$ cat src/rtl/tv_recorder.sv
// Test-vector capture engine: records a window of per-cycle samples into an
// internal memory, then replays them in order over a ready/valid port.
module tv_recorder #(
  parameter int WIDTH = 4,
  parameter int DEPTH = 9,
  parameter int AW    = $clog2(DEPTH + 1)
) (
  input  logic             clk,
  input  logic             rst,
  input  logic             start,
  input  logic             stop,
  input  logic             sample_valid,
  input  logic [WIDTH-1:0] sample_data,
  input  logic             out_ready,
  output logic             out_valid,
  output logic [WIDTH-1:0] out_data,
  output logic             busy,
  output logic [AW-1:0]    count,
  output logic             done,
  output logic             ovf
);

  localparam int            IW      = (DEPTH > 1) ? $clog2(DEPTH) : 1;
  localparam logic [AW-1:0] ONE     = AW'(1);
  localparam logic [AW-1:0] DEPTH_C = AW'(DEPTH);

  typedef enum logic [1:0] {
    IDLE,
    CAPTURE,
    READ
  } state_t;

  state_t           state_q, state_d;
  logic [AW-1:0]    wr_ptr_q, wr_ptr_d;
  logic [AW-1:0]    rd_ptr_q, rd_ptr_d;
  logic [AW-1:0]    count_q, count_d;
  logic             ovf_q, ovf_d;
  logic             done_q, done_d;
  logic [AW-1:0]    count_inc;
  logic             mem_we;
  logic [WIDTH-1:0] mem [DEPTH];

  always_comb begin
    state_d   = state_q;
    wr_ptr_d  = wr_ptr_q;
    rd_ptr_d  = rd_ptr_q;
    count_d   = count_q;
    ovf_d     = ovf_q;
    done_d    = 1'b0;
    mem_we    = 1'b0;
    count_inc = count_q + (sample_valid ? ONE : '0);

    unique case (state_q)
      IDLE: begin
        if (start) begin
          state_d  = CAPTURE;
          wr_ptr_d = '0;
          rd_ptr_d = '0;
          count_d  = '0;
          ovf_d    = 1'b0;
        end
      end
      CAPTURE: begin
        if (sample_valid) begin
          mem_we   = 1'b1;
          wr_ptr_d = wr_ptr_q + ONE;
          count_d  = count_inc;
        end
        // A sample arriving with stop is kept, so the empty check uses count_inc
        if (count_inc == DEPTH_C) begin
          state_d = READ;
        end else if (stop) begin
          if (count_inc != '0) begin
            state_d = READ;
          end else begin
            state_d = IDLE;
            done_d  = 1'b1;
          end
        end
      end
      READ: begin
        if (sample_valid) begin
          ovf_d = 1'b1;
        end
        if (out_ready) begin
          if ((rd_ptr_q + ONE) == count_q) begin
            state_d  = IDLE;
            rd_ptr_d = '0;
            done_d   = 1'b1;
          end else begin
            rd_ptr_d = rd_ptr_q + ONE;
          end
        end
      end
      default: begin
        state_d = IDLE;
      end
    endcase
  end

  always_ff @(posedge clk) begin
    if (!rst) begin
      state_q  <= IDLE;
      wr_ptr_q <= '0;
      rd_ptr_q <= '0;
      count_q  <= '0;
      ovf_q    <= 1'b0;
      done_q   <= 1'b0;
    end else begin
      state_q  <= state_d;
      wr_ptr_q <= wr_ptr_d;
      rd_ptr_q <= rd_ptr_d;
      count_q  <= count_d;
      ovf_q    <= ovf_d;
      done_q   <= done_d;
    end
  end

  // Capture memory has no reset so it maps onto plain RAM
  always_ff @(posedge clk) begin
    if (mem_we && rst) begin
      mem[wr_ptr_q[IW-1:0]] <= sample_data;
    end
  end

  // Outputs are forced low while rst is asserted, even before the first edge
  assign out_valid = rst && (state_q == READ);
  assign out_data  = out_valid ? mem[rd_ptr_q[IW-1:0]] : '0;
  assign busy      = rst && (state_q != IDLE);
  assign count     = rst ? count_q : '0;
  assign done      = rst && done_q;
  assign ovf       = rst && ovf_q;

endmodule

$ cat config.mk
export PLATFORM = sky130hd
export DESIGN_NAME = tv_recorder
export DESIGN_NICKNAME = d
export VERILOG_FILES = /design/src/rtl/tv_recorder.sv
export SDC_FILE = /design/constraint.sdc
export NUM_CORES = 1
export LEC_CHECK = 0
export CORE_ASPECT_RATIO = 0.6
export CORE_MARGIN = 2
export CORE_UTILIZATION = 40
export DETAILED_ROUTE_END_ITERATION = 8
export MAX_ROUTING_LAYER = met4
export SKIP_LAST_GASP = 1
export SYNTH_ARGS = -nofsm -noshare
export SYNTH_HDL_FRONTEND = slang
export SYNTH_SLANG_ARGS = --single-unit
$ cat constraint.sdc
create_clock -name clk -period 5.7 [get_ports clk]
set_clock_uncertainty 0.15 [all_clocks]
set_input_delay 0.57 -clock clk [delete_from_list [all_inputs] [get_ports clk]]
set_output_delay 0.57 -clock clk [all_outputs]
set_load 0.02 [all_outputs]
* Word-level counts from Yosys, hierarchy flattened
Memories as Yosys holds them, arrays and structs flattened. A register that Yosys moved wholly into a read port is not among the register bits.
Index checks and enable logic that the tools add are counted.
** Operators by class
- Add/subtract/negate cells :: 3
- Equal/unequal tests :: 10
- Mux-type cells :: 33
- Reductions and logical operators :: 14
** Operators by type and width (number)
- $mux W4 :: 9
- $pmux W4 S2 :: 3
- $mux W1 :: 12
- $mux W2 :: 6
- $ne A2 B2 Y1 const B :: 5
- $reduce_and A3 Y1 :: 3
- $add A4 B1 Y4 const B :: 2
- $pmux W2 S3 :: 1
- $reduce_bool A2 Y1 :: 3
- $logic_and A1 B1 Y1 :: 5
- $add A4 B1 Y4 :: 1
- $eq A4 B4 Y1 :: 1
- $eq A4 B4 Y1 const B :: 1
- $pmux W1 S2 :: 2
- $reduce_and A4 Y1 :: 1
- $reduce_bool A4 Y1 :: 1
- $ne A3 B3 Y1 const B :: 1
- $eq A2 B1 Y1 const B :: 1
- $eq A2 B2 Y1 const B :: 1
- $logic_not A2 Y1 :: 1
** Word-level totals
- Bits in registers :: 16
- Bits in writable memories :: 36
- Input bits :: 10
- Output and inout bits :: 12
- Word-level logic and storage cells :: 67
- Memories kept :: 1
** Memory list
- mem :: depth 9, width 4, read ports 1, clocked after memory_dff 1, wr ports 1, RTL line 41 : logic [WIDTH-1:0] mem [DEPTH];

* Longest topological paths before layout
- Depth after elaboration :: 7
- Gate-level depth with buffers :: 8
- Mapped depth without buffers :: 7

* Worst setup path before layout
OpenSTA, ideal clock, no wires.
- Path type :: flip-flop to output port
- From :: register (tool-made name)
- To :: output out_data[0]
- Arrival time :: 1421 ps
- Required time :: 4980 ps
- Setup slack :: 3559 ps
- Stages on the path, launching flop included :: 7
- Buffers on the path :: 1
- Cells stage by stage :: dfxtp_1 -> buf_2 -> mux4_2 -> mux2i_1 -> nor2_1 -> a21oi_1 -> nor2_1
** RTL lines
- end, declared :: RTL line 16 : output logic [WIDTH-1:0] out_data,

==> results.txt <==
worst skew pair latency -> 310 ps
main area contributors after synthesis -> edfxtp_1 (42%), dfxtp_1 (16%), mux4_2 (7.0%), ha_1 (4.9%), mux2i_1 (2.7%)
Reg2Reg Depth -> 4
Hold Fails Final Rpt -> 0
Worst Hold Class -> register to register
Boundary Pins -> 22
Fill cells -> 554
hold_buf cts -> 0
max cap viols -> 0
sequential area share after synthesis -> 57.84%
Startpoint Class -> register
Comb power frac -> 18.8%
initial antenna violation count -> 0
Distinct cells, synth -> 37
Power Density -> 280.3 nW/um^2
layout cells sized above 1 -> 9.009%
Post-DRT Antenna Nets -> 0
EDFF count, synth -> 36
number of global-route vias before repair -> 1452
final setup TNS -> 0 ps
Tcrit/Tclk final -> 56.70%
Worst Tran Pin Value -> 745.9 ps
first-pass GRT wire length -> 7.424 mm
yosys warns -> 0
sw power -> 228.6 uW
routed len/inst -> 14.39 microns
Non-Filler Instances -> 306
RSZ-0062 raised after global routing -> no
Max Root-Sink Buffers -> 2
core area -> 6138 sq um
Seq pwr share -> 54.9%
Gates resized, CTS repair -> 0
max-slew violations -> 0
Leak Pwr -> 0.9924 nW
clk slew on worst S/H paths -> 100 ps
crit path max fanout -> 8
Worst EP arrival -> 2510 ps
Storage cell area -> 1481 sq um
routed via count -> 1506
Port Buffers -> 21
routability congestion estimate -> 0.7920
mapped cell area -> 2561 sq um
multi-input logic area -> 1013 sq um
drt first pass iters -> 4
Die H -> 65.98 microns
crit path kind -> register to primary output
final instance area -> 2935 sq um
VDD IR max -> 0.1484 mV
n_diodes -> 0
clk sink count -> 56
final count of negative-setup-slack endpoints -> 0
Root Driver -> clkbuf_8
gr busiest metal -> met1
Slew Limit Headroom -> 49.89%
DP Cell Count -> 298
switching fraction of total power -> 27.78%
syn avg cell area -> 12.74 sq um
die area -> 7080 sq um
commonest non-fill, non-tap cell in the layout -> edfxtp_1
Required @ worst endpoint -> 4980 ps
Final #Nets -> 241
largest net degree at the start of global routing -> 19
Starting Density -> 41.72%
Yosys top cell area share -> 42.21%
#FFs+latches synth -> 56
met1 GRT Util -> 22.53%
Synth Flop Type -> edfxtp_1
Detailed Route Iter0 Violations -> 89
DR DRC count -> 0
clock share of power -> 26.3%
syn_nets -> 221
fraction of registers with async set/reset -> 0%
status -> finished, final reports clean
GR Layer Usage met2 -> 18.51%
setup bufs post-CTS -> 0
final wirelength -> 4.403 mm
Post-Syn Instances -> 201
dpl hpwl -> 3.407 mm
CTS tree -> done
P_int -> 594.2 uW
Total GRT Usage -> 14.49%
DR vias/cell -> 4.922
fmax -> 309.4 MHz
critical path endpoint category -> primary output
global route overflow -> 0
Area after DPL -> 2844 sq um
Synth area leader -> edfxtp_1
Num CTS Buffers -> 5
met3 Usage GRT -> 3.448%
die width -> 107.3 microns
CTS H-tree depth -> 2
commonest non-fill, non-tap cells in the layout -> edfxtp_1 (36), clkdlybuf4s50_1 (21), dfxtp_1 (20), nor2_1 (16), nand2_1 (15)
Tmin final -> 3232 ps
Min Hold Slack -> 346.7 ps
Hold Crit Depth -> 2
Layout area overhead -> 14.61%
# rows -> 22
==> registers in the layout, summed over array words and instances, names as in the netlist, named ones only <==
| signal | cells |
|---|---|
| ovf_q | 1 |
| wr_ptr_q | 4 |
| mem | 36 |
| state_q | 2 |
| count_q | 4 |
| done_q | 1 |
| rd_ptr_q | 4 |
==> layer usage <==
| metal | wire length, microns | vias up |
|---|---|---|
| met5 | 0 | - |
| met4 | 43 | 0 |
| met3 | 142 | 7 |
| met2 | 1666 | 21 |
| met1 | 2551 | 709 |
| li1 | - | 769 |
==> per-stage QoR <==
stage / worst slack (ps) / utilization (%) / total power, mW
floorplan: 3559 / - / 0.5722
global placement: 2549 / 46.33 / 0.6179
CTS: 2375 / 47.82 / 0.8338
detailed placement: 2496 / 46.33 / 0.6182
global route: 2233 / 47.82 / 0.8694
finish: 2468 / 47.82 / 0.8227
==> area by class of cell <==
cell class / count / area share (%)
clock buffers: 5 / 2.344
clock inverters: 3 / 0.7673
inverters: 9 / 1.151
multi-input cells: 128 / 34.53
flip-flops and latches: 56 / 50.47
well taps: 84 / 3.581
repair buffers: 21 / 7.161
==> Yosys cell counts, types with 2 or more instances <==
cell type / number
mux2i_1: 7
edfxtp_1: 36
nand2b_1: 4
o21ai_0: 8
nor2b_1: 2
inv_1: 9
clkbuf_1: 6
ha_1: 10
a22o_1: 2
nor3_1: 2
and2_1: 11
nor2_1: 16
xnor2_1: 3
buf_2: 2
nand3_1: 6
a21oi_1: 8
mux4_2: 8
dfxtp_1: 20
xor2_1: 4
nand4_1: 2
nand3b_1: 3
and3_1: 3
nand2_1: 15
==> logic make-up (layout without fill, tap and decap cells) <==
| family | count (synthesis) | count (layout) | share of synthesized area [%] |
|---|---|---|---|
| and+or+nand+nor | 68 | 68 | 14.02 |
| DFF | 56 | 56 | 57.84 |
| AOI/OAI and AO/OA | 26 | 26 | 6.987 |
| buffers and inverters | 17 | 38 | 2.589 |
| muxes | 15 | 15 | 9.770 |
| adders and majority gates | 10 | 10 | 4.885 |
| xor gates and xnor gates | 9 | 9 | 3.908 |
==> power by group through the flow <==
stage	clock network (mW)	registers, mW	logic (mW)
6_report	0.216	0.452	0.155
5_1_grt	0.240	0.454	0.176
4_1_cts	0.224	0.452	0.157
3_5_place_dp	0	0.461	0.157
3_3_place_gp	0	0.461	0.157
2_1_floorplan	0	0.458	0.114
==> critical path: stages (launching register included) <==
cell and delay (ps):
dfxtp_1 670, mux4_2 580, mux2i_1 140, nor2_1 50
a21oi_1 150, nor2_1 60, clkdlybuf4s50_1 550
==> worst paths after layout <==
kind / startpoint / to / slack [ps]
min reg2reg: state_q[0]$_SDFFE_PN0P_ / state_q[0]$_SDFFE_PN0P_ / 350
max reg2reg: state_q[1]$_SDFFE_PN0P_ / mem[0][1]$_DFFE_PP_ / 3580
min: state_q[0]$_SDFFE_PN0P_ / state_q[0]$_SDFFE_PN0P_ / 350
max: register / out_data[0] / 2470
No activity file was read; power rests on OpenSTA's default activity.
==> RTL change 1 (config.mk and constraints unchanged) <==
The parameter `WIDTH` goes from 4 to 6.
--- a/src/rtl/tv_recorder.sv
+++ b/src/rtl/tv_recorder.sv
@@ -3,3 +3,3 @@
 module tv_recorder #(
-  parameter int WIDTH = 4,
+  parameter int WIDTH = 6,
   parameter int DEPTH = 9,
Interface: changed (resized out_data and sample_data); port bits go from 22 to 26. No check against the original RTL was run, so the function may have changed too.
==> RTL change 1 against the unedited design <==
- total power grew 54%
- worst setup slack worse by 250 ps
- non-clock buffer count up 6
- critical path depth did not move
- global-route usage increased by 2.5 points
- critical path type unchanged
- synthesized cell count increased by 18%
- wire length up 49%
- sequential cell count is 18 higher
- cell area grew 32%
- area after synthesis grew 27%
- hold slack gained 16 ps
- highest routed layer unchanged
==> RTL change 1: results (changes against the unedited design) <==
wl_um: 6550  # +49%
outcome: "finished, final reports clean"
largest_reg_flops: 54  # +50%
maxSlewHeadroom_pct: 42.7  # -7.2 points
dp.cells: 365  # +22%
worstHoldEndpoint: "state_q[1]"
rrSetupSlack_ps: 3530  # -50 ps
fill_cells: 704  # +27%
portBuffers: 25  # +19%
grt_pass1_vias: 1824  # +26%
drt_first_iter_violations: 153  # +72%
nets: 290  # +20%
dpl.hpwl_um: 4530  # +33%
postCtsResizedCells: 0  # unchanged
gp_congestion: 0.763  # -3.7%
synth_commonest_cells: "edfxtp_1, nor2_1, dfxtp_1"
p_leak_nw: 1.30  # +31%
synth-edff-count: 54  # +50%
final_cells: 380  # +24%
clkLatencyLatePin_ps: 330  # +20 ps
arrival_ps: 2770  # +260 ps
holdPathStages: 2  # unchanged
clk_pin_slew_ps: 50  # -50 ps
reg2reg_depth: 5  # +1
ctsHtreeMaxLevel: 3  # +1
grtUsageTotal_pct: 17.0  # +2.5 points
rr_endpoint: "mem[1][1]"
cts_buffers: 9  # +4
synth_cell_type_count: 39  # +5.4%
synthTopCellsByArea: "edfxtp_1, dfxtp_1, mux4_2, ha_1, mux2i_1"
critPathMaxStageDelay_ps: 880  # +210 ps
syn_nets: 260  # +18%
netlist_instances: 238  # +18%
min-delay-start: "state_q[1]"
drive_gt1_share_pct: 13.2  # +4.2 points
synth_seq_area_share_pct: 62.1  # +4.3 points
ir_drop_mv: 0.112  # -24%
RTL change 1: cell count changes in the layout (fill, tap and decap cells not counted), sizes merged, moves of 3 or more:
cell / unedited run / this run
mux4: 8 / 12
edfxtp: 36 / 54
inv: 10 / 7
clkbuf: 5 / 10
mux2i: 7 / 10
nor2: 16 / 24
a21oi: 8 / 11
clkdlybuf4s50: 21 / 25
RTL change 1: cells by family after synthesis:
kind of cell / Yosys count / synth area share (%)
AND/OR/NAND/NOR: 80 / 12.7
flip-flops: 74 / 62.1
AO/OA/AOI/OAI: 28 / 5.46
multiplexers: 22 / 11.4
buffers and inverters: 15 / 1.84
adder cells (fa/ha/maj): 10 / 3.84
XOR/XNOR: 9 / 2.65
RTL change 1: worst max-delay path: cells and delay by family (launching register included):
family	cells	cell delay [ps]
and+or+nand+nor	2	110
DFF	1	880
muxes	2	730
buffers and inverters	1	540
AOI/OAI and AO/OA	1	160
RTL change 1: how the worst max path moves through the flow:
stage / start / endpoint / slack [ps] / cells after the start
floorplan: flop / out_data[4] / 3480 / 6
global placement: rst / out_data[0] / 2400 / 4
detailed placement: rst / out_data[0] / 2390 / 4
CTS: flop / out_data[4] / 2140 / 6
global route: flop / out_data[0] / 1990 / 6
finish: flop / out_data[0] / 2210 / 6
RTL change 1: routing by layer:
metal	routed length, µm	share of wire (%)	track usage [%]
met3	328	5.0	6.52
met5	0	0	-
met2	2790	43	21.5
met4	56	0.85	3.88
met1	3380	52	25.2
RTL change 1: report_power, final:
| part | leakage [nW] | total (mW) | switching (mW) | internal (mW) |
|---|---|---|---|---|
| Combinational | 0.532 | 0.175 | 0.104 | 0.0706 |
| Clock | 0.120 | 0.493 | 0.203 | 0.290 |
| Sequential | 0.647 | 0.601 | 0.0107 | 0.591 |
| Total | 1.30 | 1.27 | 0.318 | 0.951 |
RTL change 1: layout make-up:
type / count / area [µm²] / share of cell area, %
sequential: 74 / 2020 / 52.1
timing repair buffer: 27 / 265 / 6.83
clock inverter: 5 / 32.5 / 0.838
tap: 108 / 135 / 3.48
multi-input combinational: 149 / 1170 / 30.2
inverter: 7 / 26.3 / 0.677
clock buffer: 10 / 229 / 5.90
RTL change 1: stage by stage:
stage                     hold slack (ps)  cell area (µm²)
after global placement                357             3620
final                                 363             3880
after floorplan                       305             3260
after detailed placement              357             3620
after CTS                             365             3880
after global routing                  401             3880
==> RTL change 2 (same flow settings) <==
Without the edit above. Encoding of `state_t`: now one-hot (3 bits for 3 states).
--- a/src/rtl/tv_recorder.sv
+++ b/src/rtl/tv_recorder.sv
@@ -26,6 +26,6 @@
 
-  typedef enum logic [1:0] {
-    IDLE,
-    CAPTURE,
-    READ
+  typedef enum logic [2:0] {
+    IDLE    = 3'b001,
+    CAPTURE = 3'b010,
+    READ    = 3'b100
   } state_t;
Check against the original RTL: no difference found for any inputs over 10 cycles, from zero or initial values and one cycle with rst low; not proved beyond that.
==> RTL change 2 against the unedited design <==
- cell area is 7.6% higher
- die area up 4.8%
- non-clock buffer count did not move
- register-to-register slack got worse by 550 ps
- area after synthesis increased by 5.1%
- first-iteration DRC count increased by 89%
- sequential cell count rose by 1
- critical path depth decreased by 1
- worst setup slack worse by 290 ps
- wire length increased by 33%
Power is not compared: it rests on default switching activity, and its combinational part moved more than twofold at a synthesized area within 25%.
==> RTL change 2: results (changes against the unedited design) <==
syn_nets: 254  # +15%
synthTopCellsByArea: "edfxtp_1, dfxtp_1, mux2_2, ha_1, mux2i_1"
fill_cells: 597  # +7.8%
ctsHtreeMaxLevel: 3  # +1
grt_pass1_wl_um: 9100  # +23%
wl_um: 5840  # +33%
gp_congestion: 0.795  # +0.35%
grtUsageTotal_pct: 17.7  # +3.2 points
rr_endpoint: "mem[3][0]"
final_cells: 350  # +14%
place_area_um2: 2950  # +3.7%
grt_max_degree: 18  # -1
synth_cell_type_count: 45  # +22%
vias_per_cell: 5.33  # +8.2%
nets: 275  # +14%
rrSetupSlack_ps: 3030  # -550 ps
min-delay-start: "ovf_q"
clkLatencyLatePin_ps: 330  # +20 ps
antenna_cells: 0  # unchanged
grt_pass1_vias: 1712  # +18%
preCtsSetupSlack_ps: 2330  # -164 ps
drive_gt1_share_pct: 9.51  # +0.50 points
dpl.hpwl_um: 4190  # +23%
synth_commonest_cells: "edfxtp_1, dfxtp_1, nor2_1"
arrival_ps: 2800  # +290 ps
worstMarginPinSlew_ps: 1020  # +278 ps
cts_buffers: 9  # +4
synth-async-reset-ratio_pct: 0  # unchanged
drt_first_iter_violations: 168  # +89%
clk_pin_slew_ps: 60  # -40 ps
worstHoldEndpoint: "ovf_q"
outcome: "finished, final reports clean"
post-cts-setup-buffer-count: 0  # unchanged
netlist_instances: 237  # +18%
crit_fanout: 16  # +8
synth_seq_area_share_pct: 55.8  # -2.1 points
antenna_found_initial: 0  # unchanged
dp.cells: 334  # +12%
layout_min_cycle_time_ps: 3520  # +289 ps
## RTL change 2: power by group
part           switching, mW  internal [mW]  leakage, nW
Clock                  0.155          0.241        0.104
Combinational         0.0268         0.0186        0.443
Sequential           0.00550          0.441        0.493
Total                  0.188          0.701         1.04
## RTL change 2: worst max-delay path, cell delays in order, from the launching register on
cell and delay (ps):
dfxtp_1 860, mux2i_1 190, a21boi_0 310, o21ai_0 140, a311oi_1 310, clkdlybuf4s50_1 660
## RTL change 2: final cells by class
type | instances | area share, %
Timing Repair Buffer | 21 | 6.65
Sequential cell | 57 | 47.5
Inverter | 14 | 1.66
Multi-Input combinational cell | 155 | 34.1
Tap cell | 87 | 3.45
Clock inverter | 7 | 2.69
Clock buffer | 9 | 3.92
## RTL change 2: layer usage
layer / global-route usage [%] / wire [µm] / share of wire (%) / up-vias
li1: - / - / - / 918
met1: 27.4 / 3190 / 55 / 899
met2: 20.7 / 2240 / 38 / 41
met3: 5.21 / 315 / 5.4 / 6
met4: 6.80 / 90 / 1.5 / 0
met5: - / 0 / 0 / -
## RTL change 2: per-stage QoR
stage	hold WS, ps	utilization [%]
after global routing	375	47.9
final	355	47.9
after global placement	333	44.8
after detailed placement	336	44.8
after floorplan	310	-
after CTS	349	47.9
## RTL change 2: logic make-up (layout without fill, tap and decap cells)
| logic type | count (synthesis) | after routing | share of synthesized area [%] |
|---|---|---|---|
| AND/OR/NAND/NOR | 69 | 69 | 13.9 |
| flip-flops | 57 | 57 | 55.8 |
| AO/OA/AOI/OAI | 56 | 56 | 13.8 |
| buffers and inverters | 25 | 51 | 4.18 |
| multiplexers | 16 | 16 | 6.32 |
| adder cells (fa/ha/maj) | 7 | 7 | 3.25 |
| XOR/XNOR | 7 | 7 | 2.79 |
